File: src/rtl/nibble_sub_sequencer.sv
// ---------------------------------------------------------------------------
// nibble_sub_sequencer
//
// Computes diff = a - b - bin (modulo 2^W) with a single 4-bit ripple-borrow
// subtractor slice. The slice is reused once per nibble, least significant
// nibble first, so one subtraction takes NIBBLES clock cycles in RUN.
//
// Ports
//   clk      : clock; all state updates on the rising edge
//   rst      : asynchronous, active-high reset
//   start    : request a subtraction; only accepted in IDLE
//   a, b     : minuend / subtrahend (W = 4*NIBBLES bits), sampled on accept
//   bin      : borrow-in to nibble 0, sampled on accept
//   busy     : high while in RUN
//   done     : one-cycle pulse in DONE; diff/bout valid
//   diff     : result, held until the next accepted start
//   bout     : borrow-out of the most significant nibble
//   nib_idx  : nibble currently processed (0 outside RUN)
//
// nib_idx is 2 bits wide, so NIBBLES is limited to 1..4.
// ---------------------------------------------------------------------------
module nibble_sub_sequencer #(
    parameter int NIBBLES = 4
) (
    input  logic                   clk,
    input  logic                   rst,
    input  logic                   start,
    input  logic [4*NIBBLES-1:0]   a,
    input  logic [4*NIBBLES-1:0]   b,
    input  logic                   bin,
    output logic                   busy,
    output logic                   done,
    output logic [4*NIBBLES-1:0]   diff,
    output logic                   bout,
    output logic [1:0]             nib_idx
);

    localparam int W = 4 * NIBBLES;

    localparam logic [1:0] IDLE = 2'd0;
    localparam logic [1:0] RUN  = 2'd1;
    localparam logic [1:0] DONE = 2'd2;

    localparam logic [1:0] LAST_IDX = 2'(NIBBLES - 1);

    logic [1:0]   state_q;
    logic [W-1:0] a_q;
    logic [W-1:0] b_q;
    logic         borrow_q;
    logic [W-1:0] diff_q;
    logic         bout_q;
    logic [1:0]   idx_q;

    // Full-subtractor cell: returns {borrow, diff}.
    function automatic logic [1:0] full_sub(input logic x, input logic y, input logic c);
        logic d;
        logic bo;
        d  = x ^ y ^ c;
        bo = (~x & y) | (~x & c) | (y & c);
        return {bo, d};
    endfunction

    // The one shared 4-bit slice: four cells chained through the borrow.
    logic [3:0] slice_a;
    logic [3:0] slice_b;
    logic [3:0] slice_diff;
    logic [4:0] chain;
    logic       slice_bout;

    // NOTE: every signal driven here gets a value before any conditional or
    // loop logic, so no path leaves it unassigned and no latch is inferred.
    always_comb begin
        slice_a    = a_q[{idx_q, 2'b00} +: 4];
        slice_b    = b_q[{idx_q, 2'b00} +: 4];
        slice_diff = '0;
        chain      = '0;
        chain[0]   = borrow_q;
        for (int i = 0; i < 4; i++) begin
            {chain[i+1], slice_diff[i]} = full_sub(slice_a[i], slice_b[i], chain[i]);
        end
        slice_bout = chain[4];
    end

    // NOTE: state registers use non-blocking assignments so every register
    // samples the pre-edge values, independent of statement order.
    always_ff @(posedge clk or posedge rst) begin
        if (rst) begin
            state_q  <= IDLE;
            a_q      <= '0;
            b_q      <= '0;
            borrow_q <= 1'b0;
            diff_q   <= '0;
            bout_q   <= 1'b0;
            idx_q    <= 2'd0;
        end else begin
            case (state_q)
                IDLE: begin
                    if (start) begin
                        a_q      <= a;
                        b_q      <= b;
                        borrow_q <= bin;
                        idx_q    <= 2'd0;
                        diff_q   <= '0;
                        bout_q   <= 1'b0;
                        state_q  <= RUN;
                    end
                end
                RUN: begin
                    diff_q[{idx_q, 2'b00} +: 4] <= slice_diff;
                    borrow_q                    <= slice_bout;
                    if (idx_q == LAST_IDX) begin
                        bout_q  <= slice_bout;
                        idx_q   <= 2'd0;  // nib_idx reads 0 in DONE
                        state_q <= DONE;
                    end else begin
                        idx_q <= idx_q + 2'd1;
                    end
                end
                DONE: begin
                    state_q <= IDLE;
                end
                default: begin
                    state_q <= IDLE;
                end
            endcase
        end
    end

    assign busy    = (state_q == RUN);
    assign done    = (state_q == DONE);
    assign diff    = diff_q;
    assign bout    = bout_q;
    assign nib_idx = idx_q;

endmodule
File: config.mk
export PLATFORM = sky130hd
export DESIGN_NAME = nibble_sub_sequencer
export DESIGN_NICKNAME = d
export VERILOG_FILES = /design/src/rtl/nibble_sub_sequencer.sv
export SDC_FILE = /design/constraint.sdc
export NUM_CORES = 1
export LEC_CHECK = 0
export ABC_AREA = 1
export CAP_MARGIN = 40
export CORE_MARGIN = 2
export CORE_UTILIZATION = 45
export DETAILED_ROUTE_END_ITERATION = 8
export PLACE_DENSITY = 0.75
export SYNTH_ARGS = -nofsm -noshare
export SYNTH_HDL_FRONTEND = slang
export SYNTH_SLANG_ARGS = --single-unit
File: constraint.sdc
create_clock -name clk -period 3.1 [get_ports clk]
set_clock_uncertainty 0.05 [all_clocks]
set_input_delay 0.31 -clock clk [delete_from_list [all_inputs] [get_ports clk]]
set_output_delay 0.31 -clock clk [all_outputs]
set_load 0.02 [all_outputs]
==> results.toml <==
[outcome]
outcome = "finished, final reports clean"

[worst_setup_path]
end_kind = "flip-flop"
crit_fanout = 8
crit_slowest_cell = "dfrtp_2"
path_cells = "clkinvlp_4 -> buf_4 -> nor2_1 -> o21ai_1 -> fa_1 -> inv_1 -> fa_1 -> fa_1 -> inv_1 -> fa_1 -> nor2_2 -> nand2_1 -> o21ai_0"
max_stage_delay_ns = 0.45
rr_worst_depth = 13
crit_top_cell = "fa_1"
r2r-start = "nib_idx[0]$_DFFE_PP0P_"
crit_arrival_ns = 3.06
cp.depth = 13
startpoint = "nib_idx[0]$_DFFE_PP0P_"
reg2reg_to = "diff[15]$_DFFE_PP0P_"
cp-endpoint = "diff[15]$_DFFE_PP0P_"
cp-start-kind = "flip-flop"
crit_family = "adder cells"
reg2reg_setup_slack_ns = 0.22
cp.required_ns = 3.28
critical_path_class = "reg2reg"
critPathBufInv = 4

[power_and_ir_drop]
p_int_uw = 1950
seq_power_share_pct = 34.2
p_leak_uw = 0.00171
combPwrFrac_pct = 55.4
power_density_nw_per_um2 = 1040
clock_power_share_pct = 10.4
p_sw_share_pct = 44.3
ir_worst_vdd_mv = 0.480
power.switching_uw = 1550

[finish]
final_common_cell = "nand2_1"
drive_gt1_share_pct = 7.29
diodes = 0
nFillCells = 526
area_growth_pct = 27.0
post-route-util_pct = 60.2
mostFrequentLayoutCells = "nand2_1, clkdlybuf4s50_1, dfrtp_1"
nNetsFinal = 428

[synthesis]
ys_ff_latch = 54
syn_nets = 367
synth_area_um2 = 2640
syn-instance-count = 323
synth_cell_types = 24
syn_avg_cell_area_um2 = 8.18
yosys_warnings = 0
seq_area_frac_synth_pct = 51.1

[clocking]
ctsHtreeMaxLevel = 2
cts-root-buf = "clkbuf_8"
cts.sinks = 54
clk_latency_ns = 0.30
clk_pin_slew_ns = 0.09
clockBufferDepth = 2
cts_buffers = 5
cts_tree = "built"

[place]
io_buffer_count = 56
dp_hpwl_um = 4030
place.gp.congestion = 0.825
place_ws_ns = 0.122

[drt]
dr.pass1.iters = 4
antenna_left = 0
remaining_drc_errors = 0
avgViaCountPerCell = 4.80
drtIter0Drc = 129
post_drt_wl_per_cell_um = 12.1
finalWirelength_um = 5530
vias = 2190

[run]
cap_violations = 0

[die]
start_util_pct = 47.4
coreArea_um2 = 5570
dieArea_um2 = 6500
die_x_um = 80.6
num_rows = 27
ios = 57
dieHeight_um = 80.6

[sta]
fin_crit_ns = 2.88
fin_setup_tns_ns = 0
max_slew_margin_pct = 55.6
min_period_over_period_pct = 92.9
worst_slew_pin_slew_ns = 0.665
drv_slew = 0
max_freq_mhz = 347
rsz0062_at_grt = "false"
finalHoldViolCount = 0
setup_ws_ns = 0.221
setup_violations = 0

[global_route]
grt_use_total_pct = 19.0
antenna_found_initial = 0
grt_max_degree = 55
first_global_vias = 2192
grt_pass1_wl_um = 9630
gr-total-overflow = 0

[min_path]
hold_class = "reg2reg"
==> final cells by class <==
type / count / area, µm² / area share, %
sequential: 54 / 1350 / 40.3
multi-input combinational: 233 / 1090 / 32.5
timing repair buffer: 67 / 656 / 19.5
inverter: 23 / 92.6 / 2.76
tap: 72 / 90.1 / 2.68
clock buffer: 7 / 76.3 / 2.27
==> power groups by stage <==
stage,sequential (µW),combinational [µW],clock [µW]
after global placement,1190,1830,0
after CTS,1190,1880,376
after global routing,1230,2220,400
after detailed placement,1200,1880,0
after floorplan,1250,1280,0
final,1200,1940,364
==> per-stage QoR <==
stage                     total power, µW  hold WS (ns)  cell area (µm²)  std cells
after floorplan                      2530         0.370             2640        323
after global placement               3030         0.407             3230        445
after detailed placement             3080         0.408             3230        445
after CTS                            3450         0.431             3310        452
after global routing                 3850         0.457             3360        456
final                                3500         0.426             3360        456
==> Yosys cell counts, drive strengths merged <==
cell type	number	area share [%]
nand2	158	23
dfrtp	54	51
nand3	24	5.5
inv	22	3.2
o21ai	19	3.6
nor2	15	2.4
buf	13	4.4
fa	4	3.0
ha	4	1.9
a21oi	2	0.38
nand4	2	0.47
nor3	2	0.38
o211ai	2	0.57
clkinv	1	0.14
o21a	1	0.28
==> worst min-delay path by stage <==
stage,slack [ns],to,cells after the start,start
2_1_floorplan,0.37,a_q[0]$_DFFE_PP0P_,2,a[0]
3_3_place_gp,0.41,diff[0]$_DFFE_PP0P_,2,diff[0]$_DFFE_PP0P_
3_5_place_dp,0.41,diff[6]$_DFFE_PP0P_,2,diff[6]$_DFFE_PP0P_
4_1_cts,0.43,diff[6]$_DFFE_PP0P_,2,diff[6]$_DFFE_PP0P_
5_1_grt,0.46,diff[0]$_DFFE_PP0P_,2,diff[0]$_DFFE_PP0P_
6_report,0.43,diff[6]$_DFFE_PP0P_,2,diff[6]$_DFFE_PP0P_
==> kinds of logic after synthesis <==
family | Yosys count | share of synthesized area [%]
simple gates | 201 | 31.4
flops | 54 | 51.1
buf+inv | 36 | 7.72
compound gates | 24 | 4.83
fa+ha+maj | 8 | 4.92
==> routing by layer <==
metal | wire length [µm] | vias up | track usage, %
met2 | 2620 | 60 | 32.3
met3 | 247 | 13 | 4.16
met1 | 2560 | 996 | 23.9
li1 | - | 1121 | -
met4 | 109 | 0 | 6.61
met5 | 0 | - | 0
==> sequential cells by signal, summed over array words and instances (netlist names) <==
signal / cells
a_q: 16
borrow_q: 1
state_q: 2
b_q: 16
diff: 16
nib_idx: 2
bout: 1
==> worst min-delay path, cell delays in order, from the launching register on <==
cell	delay [ns]
dfrtp_1	0.35
nand2_1	0.05
nand2_1	0.04
==> repair_timing <==
action,4_1_cts,5_1_grt
endpoints found under the setup margin,0,4
buffers inserted,0,4
resized for setup,0,7
hold buffers,0,0
Power figures use the tool's default switching activity.
